$ cat src/rtl/mul_combine_if.sv
// rtl/mul_combine_if.sv - partial-product request and combined-result signals for mul_combine
interface mul_combine_if;
   logic        M_en;
   logic        M_flush;
   logic        M_mul_valid;
   logic [31:0] M_mul_cell_p1;
   logic [31:0] M_mul_cell_p2;
   logic [31:0] M_mul_cell_p3;
   logic [31:0] M_mul_cell_p4;
   logic        M_ctrl_mul_src1_signed;
   logic        M_ctrl_mul_src2_signed;
   logic        M_ctrl_mul_hi;
   logic [4:0]  M_dst_regnum;
   logic [31:0] A_mul_result;
   logic        A_mul_valid;
   logic [4:0]  A_dst_regnum;

   // Requesting side: drives the partial products, observes the result.
   modport master (
      output M_en, M_flush, M_mul_valid,
      output M_mul_cell_p1, M_mul_cell_p2, M_mul_cell_p3, M_mul_cell_p4,
      output M_ctrl_mul_src1_signed, M_ctrl_mul_src2_signed, M_ctrl_mul_hi,
      output M_dst_regnum,
      input  A_mul_result, A_mul_valid, A_dst_regnum
   );

   // Combiner side.
   modport slave (
      input  M_en, M_flush, M_mul_valid,
      input  M_mul_cell_p1, M_mul_cell_p2, M_mul_cell_p3, M_mul_cell_p4,
      input  M_ctrl_mul_src1_signed, M_ctrl_mul_src2_signed, M_ctrl_mul_hi,
      input  M_dst_regnum,
      output A_mul_result, A_mul_valid, A_dst_regnum
   );
endinterface

$ cat src/rtl/mul_combine.sv
// rtl/mul_combine.sv - combines four 16x16 partial products into a 32-bit product word; MUL_COMBINE_OUT_REG_EN adds an output register stage
module mul_combine #(
   parameter int CLEAR_INVALID = 1
) (
   input  logic          clk,
   input  logic          reset,
   mul_combine_if.slave  bus
);

   // Stage 1: cross terms summed, outer terms carried.
   logic        r_s1_valid;
   logic [33:0] r_s1_mid;
   logic [31:0] r_s1_p1;
   logic [31:0] r_s1_p4;
   logic        r_s1_hi;
   logic [4:0]  r_s1_tag;

   // Stage 2: selected product word.
   logic        r_s2_valid;
   logic [31:0] r_s2_word;
   logic [4:0]  r_s2_tag;

   logic [33:0] w_ext_p2;
   logic [33:0] w_ext_p3;
   logic [33:0] w_mid;
   logic [63:0] w_mid_shifted;
   logic [63:0] w_prod64;
   logic [31:0] w_sel_word;

   logic        w_out_valid;
   logic [31:0] w_out_word;
   logic [4:0]  w_out_tag;
   logic [31:0] w_out_result;

   // p2 carries the src2 high half and p3 the src1 high half, so each
   // follows the signedness of the operand its high half came from.
   always_comb begin
      w_ext_p2 = bus.M_ctrl_mul_src2_signed ? {{2{bus.M_mul_cell_p2[31]}}, bus.M_mul_cell_p2}
                                            : {2'b00, bus.M_mul_cell_p2};
      w_ext_p3 = bus.M_ctrl_mul_src1_signed ? {{2{bus.M_mul_cell_p3[31]}}, bus.M_mul_cell_p3}
                                            : {2'b00, bus.M_mul_cell_p3};
      w_mid    = w_ext_p2 + w_ext_p3;
   end

   // Stage 1 valid: flush kills the incoming op even when enabled.
   always_ff @(posedge clk) begin
      if (reset) begin
         r_s1_valid <= 1'b0;
      end else if (bus.M_flush) begin
         r_s1_valid <= 1'b0;
      end else if (bus.M_en) begin
         r_s1_valid <= bus.M_mul_valid;
      end
   end

   // Stage 1 data and tag: loaded on every enabled cycle, untouched by flush.
   always_ff @(posedge clk) begin
      if (reset) begin
         r_s1_mid <= '0;
         r_s1_p1  <= '0;
         r_s1_p4  <= '0;
         r_s1_hi  <= 1'b0;
         r_s1_tag <= '0;
      end else if (bus.M_en) begin
         r_s1_mid <= w_mid;
         r_s1_p1  <= bus.M_mul_cell_p1;
         r_s1_p4  <= bus.M_mul_cell_p4;
         r_s1_hi  <= bus.M_ctrl_mul_hi;
         r_s1_tag <= bus.M_dst_regnum;
      end
   end

   // The middle sum is signed at 34 bits; extending it to 64 lets a negative
   // cross term borrow from the high word, with the final add wrapping mod 2^64.
   always_comb begin
      w_mid_shifted = {{30{r_s1_mid[33]}}, r_s1_mid} << 16;
      w_prod64      = {r_s1_p4, r_s1_p1} + w_mid_shifted;
      w_sel_word    = r_s1_hi ? w_prod64[63:32] : w_prod64[31:0];
   end

   // Stage 2 valid.
   always_ff @(posedge clk) begin
      if (reset) begin
         r_s2_valid <= 1'b0;
      end else if (bus.M_flush) begin
         r_s2_valid <= 1'b0;
      end else if (bus.M_en) begin
         r_s2_valid <= r_s1_valid;
      end
   end

   // Stage 2 word and tag.
   always_ff @(posedge clk) begin
      if (reset) begin
         r_s2_word <= '0;
         r_s2_tag  <= '0;
      end else if (bus.M_en) begin
         r_s2_word <= w_sel_word;
         r_s2_tag  <= r_s1_tag;
      end
   end

`ifdef MUL_COMBINE_OUT_REG_EN
   logic        r_s3_valid;
   logic [31:0] r_s3_word;
   logic [4:0]  r_s3_tag;

   // Output stage valid, same hold/flush/reset behaviour as the others.
   always_ff @(posedge clk) begin
      if (reset) begin
         r_s3_valid <= 1'b0;
      end else if (bus.M_flush) begin
         r_s3_valid <= 1'b0;
      end else if (bus.M_en) begin
         r_s3_valid <= r_s2_valid;
      end
   end

   // Output stage word and tag.
   always_ff @(posedge clk) begin
      if (reset) begin
         r_s3_word <= '0;
         r_s3_tag  <= '0;
      end else if (bus.M_en) begin
         r_s3_word <= r_s2_word;
         r_s3_tag  <= r_s2_tag;
      end
   end

   assign w_out_valid = r_s3_valid;
   assign w_out_word  = r_s3_word;
   assign w_out_tag   = r_s3_tag;
`else
   assign w_out_valid = r_s2_valid;
   assign w_out_word  = r_s2_word;
   assign w_out_tag   = r_s2_tag;
`endif

   // Optionally hide stale data behind an invalid flag.
   always_comb begin
      w_out_result = w_out_word;
      if ((CLEAR_INVALID != 0) && !w_out_valid) begin
         w_out_result = '0;
      end
   end

   assign bus.A_mul_result = w_out_result;
   assign bus.A_mul_valid  = w_out_valid;
   assign bus.A_dst_regnum = w_out_tag;

endmodule

$ cat src/flat_wrapper.sv
// flat-port wrapper written by rule: the top's interface ports become plain ports
module mul_combine_flat 
#(
   parameter int CLEAR_INVALID = 1
)
  (clk, reset, bus_M_en, bus_M_flush, bus_M_mul_valid, bus_M_mul_cell_p1, bus_M_mul_cell_p2, bus_M_mul_cell_p3, bus_M_mul_cell_p4, bus_M_ctrl_mul_src1_signed, bus_M_ctrl_mul_src2_signed, bus_M_ctrl_mul_hi, bus_M_dst_regnum, bus_A_mul_result, bus_A_mul_valid, bus_A_dst_regnum);
  mul_combine_if bus_i ();
  input  logic clk;
  input  logic reset;
  input wire logic [$bits(bus_i.M_en)-1:0] bus_M_en;
  input wire logic [$bits(bus_i.M_flush)-1:0] bus_M_flush;
  input wire logic [$bits(bus_i.M_mul_valid)-1:0] bus_M_mul_valid;
  input wire logic [$bits(bus_i.M_mul_cell_p1)-1:0] bus_M_mul_cell_p1;
  input wire logic [$bits(bus_i.M_mul_cell_p2)-1:0] bus_M_mul_cell_p2;
  input wire logic [$bits(bus_i.M_mul_cell_p3)-1:0] bus_M_mul_cell_p3;
  input wire logic [$bits(bus_i.M_mul_cell_p4)-1:0] bus_M_mul_cell_p4;
  input wire logic [$bits(bus_i.M_ctrl_mul_src1_signed)-1:0] bus_M_ctrl_mul_src1_signed;
  input wire logic [$bits(bus_i.M_ctrl_mul_src2_signed)-1:0] bus_M_ctrl_mul_src2_signed;
  input wire logic [$bits(bus_i.M_ctrl_mul_hi)-1:0] bus_M_ctrl_mul_hi;
  input wire logic [$bits(bus_i.M_dst_regnum)-1:0] bus_M_dst_regnum;
  output wire logic [$bits(bus_i.A_mul_result)-1:0] bus_A_mul_result;
  output wire logic [$bits(bus_i.A_mul_valid)-1:0] bus_A_mul_valid;
  output wire logic [$bits(bus_i.A_dst_regnum)-1:0] bus_A_dst_regnum;
  assign bus_i.M_en = bus_M_en;
  assign bus_i.M_flush = bus_M_flush;
  assign bus_i.M_mul_valid = bus_M_mul_valid;
  assign bus_i.M_mul_cell_p1 = bus_M_mul_cell_p1;
  assign bus_i.M_mul_cell_p2 = bus_M_mul_cell_p2;
  assign bus_i.M_mul_cell_p3 = bus_M_mul_cell_p3;
  assign bus_i.M_mul_cell_p4 = bus_M_mul_cell_p4;
  assign bus_i.M_ctrl_mul_src1_signed = bus_M_ctrl_mul_src1_signed;
  assign bus_i.M_ctrl_mul_src2_signed = bus_M_ctrl_mul_src2_signed;
  assign bus_i.M_ctrl_mul_hi = bus_M_ctrl_mul_hi;
  assign bus_i.M_dst_regnum = bus_M_dst_regnum;
  assign bus_A_mul_result = bus_i.A_mul_result;
  assign bus_A_mul_valid = bus_i.A_mul_valid;
  assign bus_A_dst_regnum = bus_i.A_dst_regnum;
  mul_combine #(.CLEAR_INVALID(CLEAR_INVALID)) u_core (.clk(clk), .reset(reset), .bus(bus_i));
endmodule
$ cat config.mk
export PLATFORM = sky130hd
export DESIGN_NAME = mul_combine_flat
export DESIGN_NICKNAME = d
export VERILOG_FILES = /design/src/rtl/mul_combine_if.sv /design/src/rtl/mul_combine.sv /design/src/flat_wrapper.sv
export SDC_FILE = /design/constraint.sdc
export NUM_CORES = 1
export LEC_CHECK = 0
export ABC_CLOCK_PERIOD_IN_PS = 3900
export CORE_AREA = 2 2 182 220
export CTS_BUF_LIST = sky130_fd_sc_hd__clkbuf_8
export DETAILED_ROUTE_END_ITERATION = 16
export DIE_AREA = 0 0 184 222
export GPL_ROUTABILITY_DRIVEN = 0
export HOLD_SLACK_MARGIN = 0.1
export SLEW_MARGIN = 10
export SYNTH_ARGS = -nofsm -noshare
export SYNTH_HDL_FRONTEND = slang
export SYNTH_SLANG_ARGS = --single-unit
export TNS_END_PERCENT = 30
$ cat constraint.sdc
create_clock -name clk -period 3.9 [get_ports clk]
set_input_delay 0.585 -clock clk [delete_from_list [all_inputs] [get_ports clk]]
set_output_delay 0.585 -clock clk [all_outputs]
set_load 0.005 [all_outputs]
==> results.md <==
- Worst Max-Slew Pin Slew: 1.12 ns
- CP bufs+invs: 1
- Post-CTS setup repair buffer count: 0
- Antenna diodes: 0
- Final #Nets: 1588
- Min Clock Period, post-route: 3.44 ns
- Worst-case reg-to-reg path depth: 12
- Core outline area: slightly below 40000 um2
- Crit path from: u_core.r_s1_p1[16]
- DR iter-0 viols: 445
- Slew headroom: 25.4%
- Height of the die: around 220 um
- Pin count of the biggest net entering global routing: around 90
- Peak VDD IR: about 0.19 mV
- Clock Tree Root: clkbuf_8
- Worst path top cell family by delay: compound AO/OA/AOI/OAI gates
- Die X: 184 um
- Ratio of cells with drive above 1 in the final layout: approximately 4.4%
- Clk slew on worst S/H paths: ~0.090 ns
- Setup crit start kind: register
- Reg2reg end: u_core.r_s2_word[22]
- Clk sinks: 143
- Clock Tree Buf Depth: 2
- Critical Path AT: 3.77 ns
- H-tree depth: 4
- Crit-path max FO: 4
- IO Count: approximately 180
- Synth Area per Inst: approximately 8.1 um2
- Drt via density: ~5.0
- Hold Violations, Final: 0
- Worst setup EP type: register
- Maximum clock rate: about 290 MHz
- Power density over the cells: roughly 320 nW/um2
- Flops & latches, synth: 143
- Crit-path cells: ha_1 -> inv_1 -> fa_1 -> nor2b_1 -> o31ai_1 -> a211oi_1 -> a221o_1 -> a31oi_4 -> o31ai_2 -> a31oi_1 -> xor2_1 -> o22ai_1
- Max-capacitance violation count: 0
- Mapped Cells: roughly 1.2k
- Predominant post-synthesis flop cell: dfxtp_1
- Critical Path Stages: 12
- Critical Path Sink: u_core.r_s2_word[22]
- Total die area: roughly 41000 um2
- Sequential fraction of the synthesis area: between 20% and 30%
- RR Startpoint: u_core.r_s1_p1[16]
- Number of CTS-inserted buffers: 17
- Final WL: roughly 32000 um
- Fin Clk Skew: about 0.013 ns
- Final core occ: between 30% and 40%
- Final period util: between 80 and 90%
- Critical path class: reg -> reg
- Vias in the first global route: 9026
- Final setup TNS: 0 ns
- Crit path max-delay cell type: o31ai_2
- Initial antenna violation count: 0
- I/O Buffers: between 150 and 200
- Synth warnings: 0
- Final Max Slew Viols: 0
- All-Layer GR Usage: between 10% and 20%
- Post-synth EDFFs: 0
- Worst Hold Class: reg -> reg
- DR vias: 9273
- Final setup vio count: 0
- Worst-Skew Late Latency: approximately 0.5 ns
- CTS tree: built
- GR Overflow Total: 0
- RSZ-0062 raised after global routing: false
- Post-cts resize count: 0
- Pre-antenna DRT Iters: 5
- Drt wl/cell: between 15 and 20 um
- Worst reg2reg setup slack: around 0.46 ns
- Leakage: 5.20 nW
- Yosys cell types: 69
- Detail Route Antenna Nets: 0
- Post-DP HPWL: about 25000 um
- Net Count, Synth: about 1.5k
- Async SR Flop Fraction: 0%
- CP required: between 4 and 5 ns
- Largest stage delay on the critical path: 0.49 ns
- Remaining DRCs: 0
- Num rows: 79
- Initial Util: roughly 26%
- Mapped Area: 9980 um2
- First-pass GRT wire length: 49300 um
- Synth-to-layout area growth: 25.9%
- Post-CTS Hold Buffers: 0
- Status: completed
-- worst reg2reg max path: stages, from the launching register on --
cell	delay (ns)
dfxtp_1	0.34
ha_1	0.20
inv_1	0.06
fa_1	0.37
nor2b_1	0.20
o31ai_1	0.14
a211oi_1	0.37
a221o_1	0.34
a31oi_4	0.16
o31ai_2	0.50
a31oi_1	0.21
xor2_1	0.28
o22ai_1	0.13
-- sequential cells by signal, indices dropped and copies added, names as in the netlist --
| name | count |
|---|---|
| u_core.r_s1_p1 | 32 |
| u_core.r_s1_tag | 5 |
| u_core.r_s2_word | 32 |
| u_core.bus.A_dst_regnum | 5 |
| u_core.r_s1_valid | 1 |
| u_core.r_s1_hi | 1 |
| u_core.bus.A_mul_valid | 1 |
| u_core.r_s1_p4 | 32 |
| u_core.r_s1_mid | 34 |
-- power breakdown --
group	leakage, nW	switching (mW)	total, mW	internal (mW)
Sequential	1.18	0.0807	1.65	1.57
Combinational	3.85	0.644	1.18	0.531
Clock	0.168	0.626	1.19	0.560
-- through the flow --
step | instances | hold WS, ns | cell area [um2] | power, mW | setup WS, ns
after floorplan | 1227 | 0.425 | 9980 | 2.43 | 1.01
after global routing | 1862 | 0.508 | 12600 | 4.25 | 0.233
after detailed placement | 1832 | 0.473 | 12200 | 2.85 | 0.114
after CTS | 1862 | 0.486 | 12600 | 4.06 | 0.510
final | 1862 | 0.485 | 12600 | 4.01 | 0.459
after global placement | 1832 | 0.450 | 12200 | 2.84 | 0.176
-- layout by cell type (no fill, tap or decap), types with 7 or more instances in the layout --
cell and n:
clkdlybuf4s50_1 176, nor2_1 156, dfxtp_1 143, mux2i_1 107, a21oi_1 98, ha_1 80, nand2_1 63, o21ai_0 62
and2_1 43, xnor2_1 37, inv_1 34, a21o_1 31, a211oi_1 26, nor3_1 23, xor2_1 22, a31oi_1 21
nand2b_1 19, nand3_1 19, nor2b_1 18, nand4_1 18, clkbuf_8 17, buf_4 13, o21a_1 12, o21bai_1 10
o211ai_1 8, or3_1 8, o22ai_1 7, a221oi_1 7, clkinvlp_4 7
-- per-layer routing --
| layer | GRT usage (%) | share of wire (%) | up-vias | wire, um |
|---|---|---|---|---|
| met1 | 20.0 | 46 | 4321 | 14500 |
| met3 | 2.69 | 4.4 | 21 | 1400 |
| met4 | 4.15 | 1.4 | 0 | 431 |
| met2 | 26.3 | 48 | 223 | 15300 |
| met5 | 0 | 0 | - | 0 |
| li1 | - | - | 4708 | - |
-- Yosys cell counts (21+ instances only) --
cell	count	area, um2
and2_1	43	269
nand2_1	63	236
nor2_1	156	586
mux2i_1	107	1070
clkbuf_1	60	225
a21oi_1	98	490
a21o_1	31	233
inv_1	34	128
dfxtp_1	143	2860
ha_1	80	1000
a31oi_1	21	131
nor3_1	23	115
xnor2_1	37	324
xor2_1	22	193
a211oi_1	26	195
o21ai_0	62	310
-- logic make-up after synthesis --
family | after synthesis | synth area share (%)
AOI/OAI and AO/OA | 334 | 21.7
and+or+nand+nor | 396 | 19.2
xor gates and xnor gates | 59 | 5.18
muxes | 108 | 10.8
DFF | 143 | 28.7
buffers and inverters | 105 | 3.96
adders and majority gates | 82 | 10.4
-- worst min path at each step --
stage / start / end / depth (start not counted)
finish: u_core.r_s2_word[21] / u_core.r_s2_word[21] / 2
global route: u_core.r_s2_word[19] / u_core.r_s2_word[19] / 2
CTS: u_core.r_s1_mid[18] / u_core.r_s1_mid[18] / 2
detailed placement: u_core.r_s1_mid[18] / u_core.r_s1_mid[18] / 2
global placement: u_core.r_s2_word[3] / u_core.r_s2_word[3] / 2
floorplan: u_core.r_s2_word[25] / u_core.r_s2_word[25] / 2
-- final cells by class --
cell class / count / area, um2
sequential: 143 / 2860
clock inverter: 13 / 144
clock buffer: 17 / 234
multi-input combinational: 979 / 6720
tap: 486 / 608
inverter: 34 / 128
fill: 4030 / 26000
timing repair buffer: 190 / 1870
(Power assumes the default switching activity.)
